`src/rtl/mac_array_seq_if.sv`:
```
// Host/array-control bundle for the systolic MAC sequencer.
// master = command/fetch side, slave = sequencer.
interface mac_array_seq_if #(
  parameter int DIM   = 8,
  parameter int CNT_W = 8
);
  localparam int RW = $clog2(DIM);

  logic             start;
  logic [CNT_W-1:0] k_len;
  logic             load_c;
  logic             busy;
  logic             done;
  logic             mac_en;
  logic             mac_wren;
  logic [CNT_W-1:0] k_idx;
  logic [DIM-1:0]   lane_valid;
  logic [RW-1:0]    c_ld_row;
  logic             c_rd_valid;
  logic [RW-1:0]    c_rd_row;

  modport master (
    output start, k_len, load_c,
    input  busy, done, mac_en, mac_wren, k_idx, lane_valid,
           c_ld_row, c_rd_valid, c_rd_row
  );

  modport slave (
    input  start, k_len, load_c,
    output busy, done, mac_en, mac_wren, k_idx, lane_valid,
           c_ld_row, c_rd_valid, c_rd_row
  );
endinterface

```
`src/rtl/mac_array_seq.sv`:
```
// Sequences a DIM x DIM tpumac array through LOAD, skewed COMPUTE, DRAIN and DONE.
// Outputs are decoded from next state/count and registered, so they line up with the state they describe.
module mac_array_seq #(
  parameter int DIM   = 8,
  parameter int CNT_W = 8
) (
  input  logic             clk,
  input  logic             rst,
  mac_array_seq_if.slave   bus
);
  localparam int RW = $clog2(DIM);
  localparam int CW = CNT_W + 1;
  localparam logic [CW-1:0] LAST_ROW = CW'(DIM - 1);
  localparam logic [CW-1:0] SKEW     = CW'(2 * DIM - 3);
  localparam logic [RW-1:0] TOP_ROW  = RW'(DIM - 1);

  typedef enum logic [2:0] {IDLE, LOAD, COMPUTE, DRAIN, DONE} state_e;

  state_e           state_q, state_d;
  logic [CW-1:0]    cnt_q, cnt_d;
  logic [CNT_W-1:0] k_len_q, k_len_d;
  logic [CW-1:0]    t_last;

  logic             busy_q, busy_d;
  logic             done_q, done_d;
  logic             mac_en_q, mac_en_d;
  logic             mac_wren_q, mac_wren_d;
  logic [CNT_W-1:0] k_idx_q, k_idx_d;
  logic [DIM-1:0]   lane_valid_q, lane_valid_d;
  logic [RW-1:0]    c_ld_row_q, c_ld_row_d;
  logic             c_rd_valid_q, c_rd_valid_d;
  logic [RW-1:0]    c_rd_row_q, c_rd_row_d;

  // Last COMPUTE step is k_len + 2*DIM - 3; CW bits keep k_len = 255 from wrapping.
  assign t_last = {1'b0, k_len_q} + SKEW;

  always_comb begin
    state_d = state_q;
    cnt_d   = cnt_q + 1'b1;
    k_len_d = k_len_q;
    case (state_q)
      IDLE: begin
        cnt_d = '0;
        if (bus.start) begin
          k_len_d = bus.k_len;
          if (bus.load_c)          state_d = LOAD;
          else if (bus.k_len == 0) state_d = DRAIN;
          else                     state_d = COMPUTE;
        end
      end
      LOAD: begin
        if (cnt_q == LAST_ROW) begin
          state_d = (k_len_q == 0) ? DRAIN : COMPUTE;
          cnt_d   = '0;
        end
      end
      COMPUTE: begin
        if (cnt_q == t_last) begin
          state_d = DRAIN;
          cnt_d   = '0;
        end
      end
      DRAIN: begin
        if (cnt_q == LAST_ROW) begin
          state_d = DONE;
          cnt_d   = '0;
        end
      end
      DONE: begin
        state_d = IDLE;
        cnt_d   = '0;
      end
      default: begin
        state_d = IDLE;
        cnt_d   = '0;
      end
    endcase
  end

  always_comb begin
    busy_d       = (state_d != IDLE);
    done_d       = (state_d == DONE);
    mac_en_d     = (state_d == LOAD) || (state_d == COMPUTE) || (state_d == DRAIN);
    mac_wren_d   = (state_d == LOAD) || (state_d == DRAIN);
    k_idx_d      = '0;
    lane_valid_d = '0;
    c_ld_row_d   = '0;
    c_rd_valid_d = (state_d == DRAIN);
    c_rd_row_d   = '0;
    if (state_d == LOAD) begin
      c_ld_row_d = TOP_ROW - cnt_d[RW-1:0];
    end
    if (state_d == COMPUTE) begin
      if (cnt_d < {1'b0, k_len_d}) k_idx_d = cnt_d[CNT_W-1:0];
      // Lane i sees operand (t - i); outside that window the datapath injects zeros.
      for (int i = 0; i < DIM; i++) begin
        lane_valid_d[i] = (cnt_d >= CW'(i)) && (cnt_d < CW'(i) + {1'b0, k_len_d});
      end
    end
    if (state_d == DRAIN) begin
      c_rd_row_d = TOP_ROW - cnt_d[RW-1:0];
    end
  end

  always_ff @(posedge clk) begin
    if (rst) begin
      state_q      <= IDLE;
      cnt_q        <= '0;
      k_len_q      <= '0;
      busy_q       <= 1'b0;
      done_q       <= 1'b0;
      mac_en_q     <= 1'b0;
      mac_wren_q   <= 1'b0;
      k_idx_q      <= '0;
      lane_valid_q <= '0;
      c_ld_row_q   <= '0;
      c_rd_valid_q <= 1'b0;
      c_rd_row_q   <= '0;
    end else begin
      state_q      <= state_d;
      cnt_q        <= cnt_d;
      k_len_q      <= k_len_d;
      busy_q       <= busy_d;
      done_q       <= done_d;
      mac_en_q     <= mac_en_d;
      mac_wren_q   <= mac_wren_d;
      k_idx_q      <= k_idx_d;
      lane_valid_q <= lane_valid_d;
      c_ld_row_q   <= c_ld_row_d;
      c_rd_valid_q <= c_rd_valid_d;
      c_rd_row_q   <= c_rd_row_d;
    end
  end

  assign bus.busy       = busy_q;
  assign bus.done       = done_q;
  assign bus.mac_en     = mac_en_q;
  assign bus.mac_wren   = mac_wren_q;
  assign bus.k_idx      = k_idx_q;
  assign bus.lane_valid = lane_valid_q;
  assign bus.c_ld_row   = c_ld_row_q;
  assign bus.c_rd_valid = c_rd_valid_q;
  assign bus.c_rd_row   = c_rd_row_q;
endmodule
```
`src/flat_wrapper.sv`:
```
// flat-port wrapper written by rule: the top's interface ports become plain ports
module mac_array_seq_flat 
#(
  parameter int DIM   = 8,
  parameter int CNT_W = 8
)
  (clk, rst, bus_start, bus_k_len, bus_load_c, bus_busy, bus_done, bus_mac_en, bus_mac_wren, bus_k_idx, bus_lane_valid, bus_c_ld_row, bus_c_rd_valid, bus_c_rd_row);
  mac_array_seq_if #(.DIM(DIM), .CNT_W(CNT_W)) bus_i ();
  input  logic clk;
  input  logic rst;
  input wire logic [$bits(bus_i.start)-1:0] bus_start;
  input wire logic [$bits(bus_i.k_len)-1:0] bus_k_len;
  input wire logic [$bits(bus_i.load_c)-1:0] bus_load_c;
  output wire logic [$bits(bus_i.busy)-1:0] bus_busy;
  output wire logic [$bits(bus_i.done)-1:0] bus_done;
  output wire logic [$bits(bus_i.mac_en)-1:0] bus_mac_en;
  output wire logic [$bits(bus_i.mac_wren)-1:0] bus_mac_wren;
  output wire logic [$bits(bus_i.k_idx)-1:0] bus_k_idx;
  output wire logic [$bits(bus_i.lane_valid)-1:0] bus_lane_valid;
  output wire logic [$bits(bus_i.c_ld_row)-1:0] bus_c_ld_row;
  output wire logic [$bits(bus_i.c_rd_valid)-1:0] bus_c_rd_valid;
  output wire logic [$bits(bus_i.c_rd_row)-1:0] bus_c_rd_row;
  assign bus_i.start = bus_start;
  assign bus_i.k_len = bus_k_len;
  assign bus_i.load_c = bus_load_c;
  assign bus_busy = bus_i.busy;
  assign bus_done = bus_i.done;
  assign bus_mac_en = bus_i.mac_en;
  assign bus_mac_wren = bus_i.mac_wren;
  assign bus_k_idx = bus_i.k_idx;
  assign bus_lane_valid = bus_i.lane_valid;
  assign bus_c_ld_row = bus_i.c_ld_row;
  assign bus_c_rd_valid = bus_i.c_rd_valid;
  assign bus_c_rd_row = bus_i.c_rd_row;
  mac_array_seq #(.DIM(DIM), .CNT_W(CNT_W)) u_core (.clk(clk), .rst(rst), .bus(bus_i));
endmodule
```
`config.mk`:
```
export PLATFORM = sky130hd
export DESIGN_NAME = mac_array_seq_flat
export DESIGN_NICKNAME = d
export VERILOG_FILES = /design/src/rtl/mac_array_seq_if.sv /design/src/rtl/mac_array_seq.sv /design/src/flat_wrapper.sv
export SDC_FILE = /design/constraint.sdc
export NUM_CORES = 1
export LEC_CHECK = 0
export ABC_CLOCK_PERIOD_IN_PS = 3800
export CAP_MARGIN = 15
export CORE_AREA = 2 2 113 115
export DETAILED_ROUTE_END_ITERATION = 8
export DIE_AREA = 0 0 115 117
export MAX_ROUTING_LAYER = met4
export PLACE_DENSITY_LB_ADDON = 0.08
export SYNTH_ARGS = -nofsm -noshare
export SYNTH_HDL_FRONTEND = slang
export SYNTH_SLANG_ARGS = --single-unit
```
`constraint.sdc`:
```
create_clock -name clk -period 3.8 [get_ports clk]
set_input_delay 0.76 -clock clk [delete_from_list [all_inputs] [get_ports clk]]
set_output_delay 0.76 -clock clk [all_outputs]
set_load 0.1 [all_outputs]
```
; ---- Word-level counts from Yosys, hierarchy flattened
; Cells that the tools add are included.
[classes]
add_sub_neg = 10
order_cmp = 16
n_eq_ne = 9
mux = 13
n_bitwise = 4
n_reduce_logical = 20
[ops]
columns = op, count
row1 = $lt A9 B9 Y1, 7
row2 = $add A3 B8 Y9 const A, 4
row3 = $ge A9 B3 Y1 const B, 4
row4 = $add A2 B8 Y9 const A, 2
row5 = $ge A9 B1 Y1 const B, 2
row6 = $ge A9 B2 Y1 const B, 2
row7 = $mux W9, 2
row8 = $pmux W9 S2, 1
row9 = $logic_not A8 Y1, 2
row10 = $mux W8, 2
row11 = $mux W3, 5
row12 = $eq A3 B2 Y1 const B, 4
row13 = $pmux W3 S4, 1
row14 = $add A1 B8 Y9 const A, 1
row15 = $add A8 B4 Y9 const B, 1
row16 = $add A9 B1 Y9 const B, 1
row17 = $eq A9 B3 Y1 const B, 1
row18 = $eq A9 B9 Y1, 1
row19 = $lt A9 B8 Y1, 1
row20 = $logic_and A1 B1 Y1, 8
row21 = $reduce_or A2 Y1, 4
row22 = $eq A3 B1 Y1 const B, 2
row23 = $not A1 Y1, 4
row24 = $eq A3 B3 Y1 const B, 1
row25 = 6 further kinds, 9
[totals]
reg_bits = 47
in_bits = 12
output_inout_bits = 27
wordCells = 84

; ---- Longest topological paths before layout
[depth]
depth_word = 8
mapped_depth = 18
ltp_nobuf = 16

; ---- Least setup slack after synthesis
; No wires, ideal clock.
[synth_timing]
path_kind = register to register
start = register u_core.k_len_q[0]
end = register u_core.k_idx_q[1], in the netlist u_core.bus.k_idx[1]
t_arrival_ns = 4.078
required_ns = 3.696
slack_ns = -0.381
stages_incl_launch_ff = 16
n_path_buf = 0
synth_period_minus_slack_ns = 4.181
cell_sequence = dfxtp_1 ha_1 or4_4 a211oi_2 a31oi_1 o41a_1 o21ai_1 nor2_1 ha_1 a21o_1 a211oi_1 o21bai_1 a21o_1 a21oi_1 nand4_2 a2111oi_2
[synth_via]
elab_chain_cells = 7
[synth_lines]
columns = item, line
row1 = "start, declared", mac_array_seq.sv:21  ; logic [CNT_W-1:0] k_len_q, k_len_d;
row2 = "start signal, assigned", mac_array_seq.sv:122  ; k_len_q <= k_len_d;
row3 = $add A8 B4 Y9, mac_array_seq.sv:35  ; assign t_last = {1'b0, k_len_q} + SKEW;
row4 = $eq A9 B9 Y1, mac_array_seq.sv:58  ; if (cnt_q == t_last) begin
row5 = $mux W9, mac_array_seq.sv:58
row6 = $pmux W9 S2, mac_array_seq.sv:41  ; case (state_q)
row7 = net u_core.cnt_d[2], mac_array_seq.sv:20  ; logic [CW-1:0] cnt_q, cnt_d;
row8 = $lt A9 B8 Y1, mac_array_seq.sv:94  ; if (cnt_d < {1'b0, k_len_d}) k_idx_d = cnt_d[CNT_W-1:0];
row9 = $not A1 Y1 (no source line), --
row10 = $reduce_or A3 Y1 (no source line), --
row11 = "end signal, assigned", mac_array_seq.sv:127  ; k_idx_q <= k_idx_d;
row12 = "end, declared", mac_array_seq.sv:28  ; logic [CNT_W-1:0] k_idx_q, k_idx_d;
; The timed path passes the listed nets, and every way through them passes these cells.
; A chain may end at the register's enable or synchronous reset.

; ---- Final worst setup path
[layout_timing]
start = register u_core.k_len_q[0]
end = register u_core.k_idx_q[2], in the netlist u_core.bus.k_idx[2]
[layout_via]
elab_chain_cells = 7
[layout_lines]
columns = item, line
row1 = $add A8 B4 Y9 *, mac_array_seq.sv:35
row2 = $eq A9 B9 Y1 *, mac_array_seq.sv:58
row3 = $mux W9 *, mac_array_seq.sv:58
row4 = $pmux W9 S2 *, mac_array_seq.sv:41
row5 = net u_core.cnt_d[2], mac_array_seq.sv:20
row6 = $lt A9 B8 Y1, mac_array_seq.sv:94
row7 = $not A1 Y1 (no source line), --
row8 = $reduce_or A3 Y1 (no source line), --
; Mark *: on every way through the listed nets, which the timed path passes. The rest lies on a longest branch.

==> summary.md <==
| Metric | Value |
|---|---|
| Outcome | complete, but fails checks |
| Failing checks | negative setup slack |
| P&R area growth vs syn | 47.55% |
| Post-synthesis sequential area ratio | 0.2259 |
| Flops & latches, synth | 47 |
| Worst-Skew Late Latency | 0.30 ns |
| DRC viols | 0 |
| Leakage | 2.745 nW |
| Final Cell Area | 0.006146 mm2 |
| Ant diodes | 0 |
| TritonCTS buffer count | 5 |
| Placed cell areas | 0.005524 mm2 |
| Cell area after synthesis | 0.004165 mm2 |
| Synth area leaders | dfxtp_1 23%, ha_1 21%, xnor2_1 5.9% |
| Root Buffer | clkbuf_16 |
| Clock Sinks | 47 |
| GRT Resource Usage Total | 0.2256 |
| Largest net degree at the start of global routing | 17 |
| Final period utilization | 1.023 |
| Primary FF master, synth | dfxtp_1 |
| First-pass GRT wire length | 22.32 mm |
| Post-synth ARST share | 0 |
| Final Hold Fails | 0 |
| Max Freq | 257.3 MHz |
| FF-to-FF setup slack | -0.09 ns |
| Yosys top cell by area | dfxtp_1 |
| Post-synth EDFFs | 0 |
| Number of global-route vias before repair | 4116 |
| Syn nets | 585 |
| Port Buffers | 38 |
| Crit end category | flip-flop |
| I/O pin count | 39 |
| # hold bufs at CTS | 0 |
| Pre-antenna DRT Iters | 4 |
| Crit Path Category | reg -> reg |
| Post-detailed-route count of antenna-violating nets | 0 |
| Chip height | 117 um |
| Post-Syn Area per Cell | 8.297 um2 |
| Drt wl/cell | 17.90 um |
| Post-Route WL | 14.32 mm |
| Cell variety after synth | 61 |
| Initial antenna violation count | 0 |
| Clk pin slew, worst setup/hold paths | 0.07 ns |
| # H-tree levels | 2 |
| Peak supply drop | 0.0001865 V |
| Vias per inst | 5.146 |
| Register area | 944.7 um2 |
| Slew headroom | 0.3463 |
| GP Congestion | 0.8880 |
| Slew of the pin with the lowest slew margin | 0.9774 ns |
| Vias | 4117 |
| Die Area | 0.01346 mm2 |
| Gate Count Post-Synth | 502 |
| Share of the synthesized area in the top cell type | 0.2259 |
| Crit path max fanout | 8 |
| Die width | 115 um |
| Footprint of the multi-input gates | 0.003411 mm2 |
| Global route overflow | 0 |
| Fraction of layout cells with a size suffix above 1 | 0.3031 |
| Synthesis Warnings | 0 |
| HP Class | reg -> reg |
| Total of max-cap violations | 0 |
| Fillers | 1152 |
| Pwr/cell area | 283.4 mW/mm2 |
| Setup-failing EPs final | 2 |
| Initial Utilization | 0.3383 |
| Final min period | 3.887 ns |
| Net count of the finished layout | 732 |
| RSZ-0062 raised after global routing | yes |
| Required @ worst endpoint | 4.00 ns |
| CTS tree | yes |
| Iteration-0 DRC Markers | 239 |
| Std-Cell Rows | 41 |
| Worst setup margin | -0.08676 ns |
| Fin Clk Skew | 0.01225 ns |
| Final Max Tran Viols | 0 |
| Final hold slack | 0.6094 ns |
| CP startpoint kind | flip-flop |
| Critical Path AT | 4.08 ns |
| Post-DP HPWL | 11.01 mm |
| Final core area utilization | 0.4992 |
| Core box area | 0.01231 mm2 |
| Clock Tree Buf Depth | 2 |
==> kinds of logic after synthesis <==
| kind of cell | count (synthesis) | share of synthesized area |
|---|---|---|
| compound gates | 98 | 0.1601 |
| xor+xnor | 56 | 0.1178 |
| fa+ha+maj | 71 | 0.2133 |
| buf+inv | 39 | 0.03665 |
| flops | 47 | 0.2259 |
| mux | 9 | 0.02193 |
| simple gates | 182 | 0.2244 |
==> metrics by stage <==
step	TNS, ns	std cells	power [mW]	worst slack, ns
floorplan	-0.05120	502	0.9245	-0.02560
global placement	-5.058	774	1.191	-0.4517
detailed placement	-5.123	774	1.190	-0.4641
CTS	-0.2332	795	1.732	-0.1022
global route	-2.457	800	1.840	-0.2530
finish	-0.09231	800	1.742	-0.08676
==> flip-flops by register name, summed over array words and instances (netlist names) <==
signal                 flops
u_core.bus.lane_valid      8
u_core.bus.k_idx           8
u_core.bus.mac_en          1
u_core.bus.c_ld_row        3
u_core.cnt_q               9
u_core.k_len_q             8
u_core.bus.mac_wren        1
u_core.bus.busy            1
u_core.bus.c_rd_row        3
u_core.bus.c_rd_valid      1
u_core.bus.done            1
u_core.state_q             3
==> cells in the final DEF (no fill, tap or decap), types with 16 or more instances in the layout <==
cell type,instances
clkdlybuf4s50_1,38
nand2_1,22
ha_1,57
nand3_1,16
dfxtp_1,44
buf_4,110
nor2_1,61
xor2_1,27
xnor2_1,27
a21oi_1,22
==> report_power, final <==
part	switching, mW	total (mW)	internal, mW	leakage [nW]
logic	0.400	0.741	0.341	2.29
clock network	0.208	0.471	0.263	0.0731
registers	0.0185	0.530	0.511	0.383
==> layer usage <==
metal,up-vias,wire (um),GRT usage
li1,2078,-,-
met1,1942,6685,0.2900
met2,81,6873,0.3761
met3,16,532,0.02266
met4,0,225,0.06908
met5,-,0,-
==> critical path: stages (launching register included) <==
cell	delay (ns)
dfxtp_2	0.34
ha_4	0.17
or4_4	0.52
a211oi_2	0.28
a31oi_1	0.09
o41a_1	0.40
o21ai_4	0.20
buf_12	0.14
nor2_4	0.05
ha_4	0.27
a21o_1	0.17
a211oi_2	0.17
o21bai_1	0.08
a21o_1	0.17
a21oi_2	0.18
nand4_2	0.10
buf_6	0.16
a2111oi_4	0.30
==> final timing paths <==
check,depth (start not counted),to,startpoint
hold reg to reg,2,u_core.bus.done$_SDFF_PP0_,u_core.state_q[2]$_SDFF_PP0_
setup reg to reg,17,u_core.bus.k_idx[2]$_SDFF_PP0_,u_core.k_len_q[0]$_SDFF_PP0_
setup / recovery,17,u_core.bus.k_idx[2]$_SDFF_PP0_,u_core.k_len_q[0]$_SDFF_PP0_
hold / removal,2,u_core.bus.done$_SDFF_PP0_,u_core.state_q[2]$_SDFF_PP0_
==> cells in the mapped netlist (all sizes together), types with 14 or more instances <==
| library cell | count |
|---|---|
| a21o | 15 |
| inv | 17 |
| o21ai | 20 |
| nand2 | 22 |
| clkbuf | 14 |
| ha | 71 |
| a21oi | 28 |
| xor2 | 28 |
| xnor2 | 28 |
| dfxtp | 47 |
| nor2 | 66 |
| nand3 | 16 |
==> timing repair <==
item,in CTS,in global routing
pin swaps,19,17
setup endpoints to repair,16,16
buffers inserted,13,5
gates resized for setup,39,23
cloned,0,0
==> layout make-up <==
class | count | share of cell area
clock inverter | 2 | 0.002647
inverter | 18 | 0.01120
clock buffer | 6 | 0.02260
sequential | 47 | 0.1537
multi-input combinational | 416 | 0.5550
tap | 150 | 0.03054
timing repair buffer | 161 | 0.2243
(Power assumes the default switching activity.)
